==> config.mk <==
export PLATFORM = sky130hd
export DESIGN_NAME = cpu_ctrl_fsm
export DESIGN_NICKNAME = d
export VERILOG_FILES = /design/src/rtl/cpu_pkg.sv /design/src/rtl/cpu_branch_cond.sv /design/src/rtl/cpu_ctrl_fsm.sv
export SDC_FILE = /design/constraint.sdc
export NUM_CORES = 1
export LEC_CHECK = 0
export CORE_UTILIZATION = 45
export CTS_BUF_LIST = sky130_fd_sc_hd__clkbuf_2
export DETAILED_ROUTE_END_ITERATION = 12
export GPL_TIMING_DRIVEN = 0
export PLACE_DENSITY_LB_ADDON = 0.25
export SETUP_SLACK_MARGIN = 0.15
export SYNTH_ARGS = -nofsm -noshare
export SYNTH_HDL_FRONTEND = slang
export SYNTH_SLANG_ARGS = --single-unit
==> constraint.sdc <==
create_clock -name clk -period 3.1 [get_ports clk]
set_clock_uncertainty 0.15 [all_clocks]
set_input_delay 0.62 -clock clk [delete_from_list [all_inputs] [get_ports clk]]
set_output_delay 0.62 -clock clk [all_outputs]
set_load 0.05 [all_outputs]
==> src/rtl/cpu_pkg.sv <==
// Shared definitions for the multi-cycle CPU control path: FSM states,
// decoded-op bit positions and datapath select codes.
package cpu_pkg;

  typedef enum logic [2:0] {
    ST_FETCH  = 3'd0,
    ST_DECODE = 3'd1,
    ST_EXEC   = 3'd2,
    ST_MEM    = 3'd3,
    ST_WB     = 3'd4,
    ST_HALT   = 3'd5
  } state_e;

  localparam int OP_COUNT = 25;

  localparam int OP_BCC  = 0;
  localparam int OP_BCS  = 1;
  localparam int OP_BNE  = 2;
  localparam int OP_BEQ  = 3;
  localparam int OP_BAL  = 4;
  localparam int OP_ADD  = 5;
  localparam int OP_ADC  = 6;
  localparam int OP_SUB  = 7;
  localparam int OP_SBB  = 8;
  localparam int OP_SUBI = 9;
  localparam int OP_MOV  = 10;
  localparam int OP_STRI = 11;
  localparam int OP_STR  = 12;
  localparam int OP_CMP  = 13;
  localparam int OP_ADDI = 14;
  localparam int OP_LDR  = 15;
  localparam int OP_LDRI = 16;
  localparam int OP_LLI  = 17;
  localparam int OP_LHI  = 18;
  localparam int OP_JMP  = 19;
  localparam int OP_JALI = 20;
  localparam int OP_JAL  = 21;
  localparam int OP_JR   = 22;
  localparam int OP_OUTR = 23;
  localparam int OP_HLT  = 24;

  localparam logic [1:0] PC_SEL_INC  = 2'b00;
  localparam logic [1:0] PC_SEL_DISP = 2'b01;
  localparam logic [1:0] PC_SEL_IMM  = 2'b10;
  localparam logic [1:0] PC_SEL_RS   = 2'b11;

  localparam logic [1:0] WB_SEL_ALU  = 2'b00;
  localparam logic [1:0] WB_SEL_MEM  = 2'b01;
  localparam logic [1:0] WB_SEL_LINK = 2'b10;
  localparam logic [1:0] WB_SEL_IMM  = 2'b11;

  localparam logic [2:0] ALU_ADD    = 3'b000;
  localparam logic [2:0] ALU_ADC    = 3'b001;
  localparam logic [2:0] ALU_SUB    = 3'b010;
  localparam logic [2:0] ALU_SBB    = 3'b011;
  localparam logic [2:0] ALU_PASS_B = 3'b100;

endpackage

==> src/rtl/cpu_branch_cond.sv <==
// Branch-taken evaluation: each conditional branch strobe is paired with the
// flag condition that makes it taken, and the pairs are OR-reduced.
module cpu_branch_cond
  import cpu_pkg::*;
#(
  parameter int OP_W = OP_COUNT
) (
  input  logic [OP_W-1:0] i_dec_op,
  input  logic            i_flag_c,
  input  logic            i_flag_z,
  output logic            o_taken
);

  logic [OP_W-1:0] w_cond;

  always_comb begin
    w_cond         = '0;
    w_cond[OP_BCC] = ~i_flag_c;
    w_cond[OP_BCS] = i_flag_c;
    w_cond[OP_BNE] = ~i_flag_z;
    w_cond[OP_BEQ] = i_flag_z;
    w_cond[OP_BAL] = 1'b1;
  end

  assign o_taken = |(i_dec_op & w_cond);

endmodule

==> src/rtl/cpu_ctrl_fsm.sv <==
// Multi-cycle control unit: sequences FETCH/DECODE/EXEC/MEM/WB/HALT and
// drives every datapath enable and select from the registered state.
module cpu_ctrl_fsm
  import cpu_pkg::*;
#(
  parameter int OP_W = OP_COUNT
) (
  input  logic            clk,
  input  logic            rst_n,
  input  logic [OP_W-1:0] dec_op,
  input  logic            flag_c,
  input  logic            flag_z,
  input  logic            mem_ready,
  output logic            mem_req,
  output logic            mem_we,
  output logic            mem_addr_sel,
  output logic            ir_we,
  output logic            pc_we,
  output logic [1:0]      pc_sel,
  output logic            rf_we,
  output logic [1:0]      wb_sel,
  output logic [2:0]      alu_op,
  output logic            flags_we,
  output logic            out_we,
  output logic            halted,
  output logic            illegal,
  output logic [2:0]      o_dbg_state
);

  state_e r_state;
  logic   r_started;
  logic   r_illegal;
  logic   w_taken;
  logic   w_onehot;
  logic   w_is_store;
  logic   w_is_load;
  logic   w_is_branch;

  cpu_branch_cond #(.OP_W(OP_W)) u_branch_cond (
    .i_dec_op (dec_op),
    .i_flag_c (flag_c),
    .i_flag_z (flag_z),
    .o_taken  (w_taken)
  );

  assign w_onehot    = (dec_op != '0) &&
                       ((dec_op & (dec_op - {{(OP_W-1){1'b0}}, 1'b1})) == '0);
  assign w_is_store  = dec_op[OP_STR] | dec_op[OP_STRI];
  assign w_is_load   = dec_op[OP_LDR] | dec_op[OP_LDRI];
  assign w_is_branch = dec_op[OP_BCC] | dec_op[OP_BCS] | dec_op[OP_BNE] |
                       dec_op[OP_BEQ] | dec_op[OP_BAL];

  // r_started keeps outputs quiet until the first edge after reset release,
  // so the first fetch request appears one cycle after rst_n rises.
  always_ff @(posedge clk or negedge rst_n) begin
    if (!rst_n) begin
      r_state   <= ST_FETCH;
      r_started <= 1'b0;
      r_illegal <= 1'b0;
    end else if (!r_started) begin
      r_started <= 1'b1;
    end else begin
      case (r_state)
        ST_FETCH:  if (mem_ready) r_state <= ST_DECODE;
        ST_DECODE: begin
          if (!w_onehot) begin
            r_illegal <= 1'b1;
            r_state   <= ST_HALT;
          end else if (w_is_store || w_is_load) begin
            r_state <= ST_MEM;
          end else if (dec_op[OP_HLT]) begin
            r_state <= ST_HALT;
          end else begin
            r_state <= ST_EXEC;
          end
        end
        ST_EXEC:   r_state <= ST_FETCH;
        ST_MEM:    if (mem_ready) r_state <= w_is_store ? ST_FETCH : ST_WB;
        ST_WB:     r_state <= ST_FETCH;
        ST_HALT:   r_state <= ST_HALT;
        default:   r_state <= ST_FETCH;
      endcase
    end
  end

  always_comb begin
    mem_req      = 1'b0;
    mem_we       = 1'b0;
    mem_addr_sel = 1'b0;
    ir_we        = 1'b0;
    pc_we        = 1'b0;
    pc_sel       = PC_SEL_INC;
    rf_we        = 1'b0;
    wb_sel       = WB_SEL_ALU;
    alu_op       = ALU_ADD;
    flags_we     = 1'b0;
    out_we       = 1'b0;
    if (r_started) begin
      case (r_state)
        ST_FETCH: begin
          mem_req = 1'b1;
          ir_we   = mem_ready;
        end
        ST_EXEC: begin
          pc_we = 1'b1;
          if (dec_op[OP_ADD] || dec_op[OP_ADDI]) alu_op = ALU_ADD;
          if (dec_op[OP_ADC])                    alu_op = ALU_ADC;
          if (dec_op[OP_SUB] || dec_op[OP_SUBI] || dec_op[OP_CMP]) alu_op = ALU_SUB;
          if (dec_op[OP_SBB])                    alu_op = ALU_SBB;
          if (dec_op[OP_MOV])                    alu_op = ALU_PASS_B;
          flags_we = dec_op[OP_ADD] | dec_op[OP_ADC] | dec_op[OP_SUB] |
                     dec_op[OP_SBB] | dec_op[OP_ADDI] | dec_op[OP_SUBI] |
                     dec_op[OP_CMP];
          rf_we    = dec_op[OP_ADD] | dec_op[OP_ADC] | dec_op[OP_SUB] |
                     dec_op[OP_SBB] | dec_op[OP_ADDI] | dec_op[OP_SUBI] |
                     dec_op[OP_MOV] | dec_op[OP_LLI] | dec_op[OP_LHI] |
                     dec_op[OP_JALI] | dec_op[OP_JAL];
          if (dec_op[OP_LLI] || dec_op[OP_LHI])  wb_sel = WB_SEL_IMM;
          if (dec_op[OP_JALI] || dec_op[OP_JAL]) wb_sel = WB_SEL_LINK;
          if (w_is_branch && w_taken)            pc_sel = PC_SEL_DISP;
          if (dec_op[OP_JMP] || dec_op[OP_JALI]) pc_sel = PC_SEL_IMM;
          if (dec_op[OP_JAL] || dec_op[OP_JR])   pc_sel = PC_SEL_RS;
          out_we = dec_op[OP_OUTR];
        end
        ST_MEM: begin
          mem_req      = 1'b1;
          mem_addr_sel = 1'b1;
          alu_op       = ALU_ADD;
          mem_we       = w_is_store;
          pc_we        = w_is_store & mem_ready;
        end
        ST_WB: begin
          rf_we  = 1'b1;
          wb_sel = WB_SEL_MEM;
          pc_we  = 1'b1;
        end
        default: ;
      endcase
    end
  end

  assign halted      = r_started & (r_state == ST_HALT);
  assign illegal     = r_illegal;
  assign o_dbg_state = r_state;

endmodule
==> results.cfg <==
[run_status]
status = complete, but fails checks
violations = negative setup slack

[placement]
place_ws_ns = -0.713
place_inst = 225
place_congestion = 0.865
port_buffers = 46
dp_hpwl_mm = 2.59
dpl_cell_area_mm2 = 0.00154

[clocking]
clock-sinks = 5
cts_made_buffers = 3
cts_buffer_depth = 2
cts.clk_slew.worst_paths_ns = 0.05
insertion_delay_ns = 0.24
htree_levels = 1
cts_tree = done
cts-root-buf = clkbuf_2

[pwr]
switchingPower_uw = 121
p_leak_nw = 0.751
power.total_uw = 285
intPower_uw = 164
ir_drop_v = 0.000328
power.density_mw_per_mm2 = 166
power_switching_share_pct = 42.4
clockPowerShare_pct = 23.6
pwr-share-seq_pct = 26.0
comb_power_share_pct = 50.4

[timing]
finalCriticalPeriod_ns = 3.34
setup_tns_ns = -0.697
maxSlewViolCount = 0
timing.final.ws_setup_ns = -0.240
slew_headroom_pct = 63.0
finalSetupViolCount = 4
hold_viol = 0
tightest_slew_ns = 0.555
rsz0062_at_grt = true
timing.fmax_mhz = 299
fin_crit_sh_pct = 108
hold_slack_ns = 0.351

[yosys]
yosysWarningCount = 0
synth_fp_nets = 182
postSynthAreaPerCell_um2 = 6.63
synthTopCellsByArea = dfrtp_1 (12%), nor2_1 (8.6%), a21oi_1 (6.0%)
synth_most_common_cell = nor2_1
synth.cell_area_mm2 = 0.00101
synth.top_cell.area_share_pct = 12.4
synthDistinctLibCells = 46
yosysSeqAreaShare_pct = 12.4
synth_common_cells = nor2_1 (23), a21oi_1 (12), nor3_1 (12), nand2_1 (11), o21ai_0 (8)
synthCells = 152
synth_seq_cells = 5
synth_largest_area_cell = dfrtp_1
async_flop_share_pct = 100
synth_edf_count = 0
synth_ff_type = dfrtp_1

[global_routing]
grt_pass1_wl_mm = 6.15
track_usage_pct = 31.4
grt-ovfl-total = 0
grt_pass1_vias = 1370
grt_start_max_net_pins = 11
antenna_found_initial = 0

[critical_path]
cp_data_required_time_ns = 3.07
cpPeakStageDelay_ns = 0.53
crit_path_end_kind = flip-flop
startpoint_type = input pin
critPathBufInv = 4
arrival_ns = 3.31
critPathTopFamily = simple AND/OR/NAND/NOR gates
cpMaxStageDelayCell = or4_4
path_max_fanout = 6
crit_type = input pin to flip-flop
cp_cell_sequence = buf_6 -> or4_4 -> buf_6 -> or4_4 -> buf_8 -> buf_4 -> o31ai_2 -> a21o_1 -> nand4_2 -> or3_1 -> a31o_1

[route]
drt_wl_total_mm = 4.04
dr.first_iter.drc_count = 71
via_count = 1536
viasPerCell = 6.32
drtPass1Iterations = 4
ant_nets = 0
drcViolationCount = 0
wl_per_cell_um = 16.6

[floorplanning]
die-height_um = 49.3
die_x_um = 49.3
start_util_pct = 49.4
num_rows = 16
io_pins = 50
die_area_mm2 = 0.00243
coreArea_mm2 = 0.00204

[min_path]
min_path_type = flip-flop to flip-flop

[cells_and_area]
syn2layout_area_growth_pct = 69.9
layout.nets = 247
drive_above_1_share_pct = 28.2
final_cells = 243
n_antenna_cell = 0
fin_util_pct = 83.9
design_area_mm2 = 0.00171

[run]
cap_violations = 0
layer usage:
layer / track usage (%) / share of wire, %
met1: 42.1 / 41
met2: 53.4 / 48
met3: 1.87 / 7.7
met4: 9.31 / 2.4
met5: 0 / 0
kinds of logic after synthesis:
group	Yosys count	share of synthesized area, %
other cells	1	0.372
simple gates	86	47.6
mux	2	1.99
fa+ha+maj	1	0.993
flops	5	12.4
compound gates	43	29.9
buf+inv	14	6.70
state kept, by name (all words and copies together), names as in the netlist:
register and cells:
r_started 1, o_dbg_state 3, illegal 1
worst paths after layout:
path	startpoint	end	slack (ns)	cells after the start
setup / recovery	dec_op[4]	illegal$_DFFE_PN0P_	-0.24	11
hold / removal	illegal$_DFFE_PN0P_	illegal$_DFFE_PN0P_	0.35	1
setup reg to reg	o_dbg_state[0]$_DFFE_PN0P_	o_dbg_state[0]$_DFFE_PN0P_	1.24	5
hold reg to reg	illegal$_DFFE_PN0P_	illegal$_DFFE_PN0P_	0.35	1
max in group asynchronous	rst_n	r_started$_DFF_PN0_	2.17	1
min in group asynchronous	rst_n	o_dbg_state[1]$_DFFE_PN0P_	0.43	1
cell usage in the layout (no fill, tap or decap), types with 2 or more instances in the layout:
master,netlist,routed
nand2_1,11,11
buf_4,0,13
dlygate4sd2_1,0,6
or4_4,2,5
clkbuf_2,0,11
nor2_1,23,23
dlymetal6s2s_1,0,8
nor4_4,1,4
or3_1,4,4
nand4_1,2,2
buf_6,2,4
clkbuf_1,5,5
and3_1,3,3
nor2b_1,3,3
buf_2,0,6
a21oi_1,12,10
nand3_1,3,3
nor3_1,12,8
mux2i_1,2,2
o21ai_0,8,8
inv_1,6,6
or2_2,3,3
dfrtp_1,5,5
nor3_2,0,4
o31ai_1,4,3
o41ai_1,2,2
clkdlybuf4s50_1,0,16
nand2b_1,4,4
nor4_1,6,2
o211ai_1,2,2
a31o_1,2,2
cell type report:
cell class	instances	area [µm²]
Tap cell	27	33.8
Inverter	6	22.5
Clock buffer	4	20.0
Sequential cell	5	125
Timing Repair Buffer	60	526
Fill cell	135	329
Multi-Input combinational cell	133	936
Buffer	8	50.0
what timing repair did:
action                     in CTS  in global routing
pin swaps                      14                  5
hold buffers                    0                  0
setup buffers                   9                  5
cloned                          0                  0
gates resized for setup        55                 35
setup endpoints to repair      15                 15
power groups by stage:
stage / clock network, mW / registers (mW) / logic (mW)
after detailed placement: 0 / 0.0753 / 0.132
after CTS: 0.0637 / 0.0742 / 0.135
after global placement: 0 / 0.0744 / 0.128
final: 0.0671 / 0.0741 / 0.144
after global routing: 0.0724 / 0.0743 / 0.153
after floorplan: 0 / 0.0885 / 0.0476
Note: power is estimated with default switching activity, not from simulation.
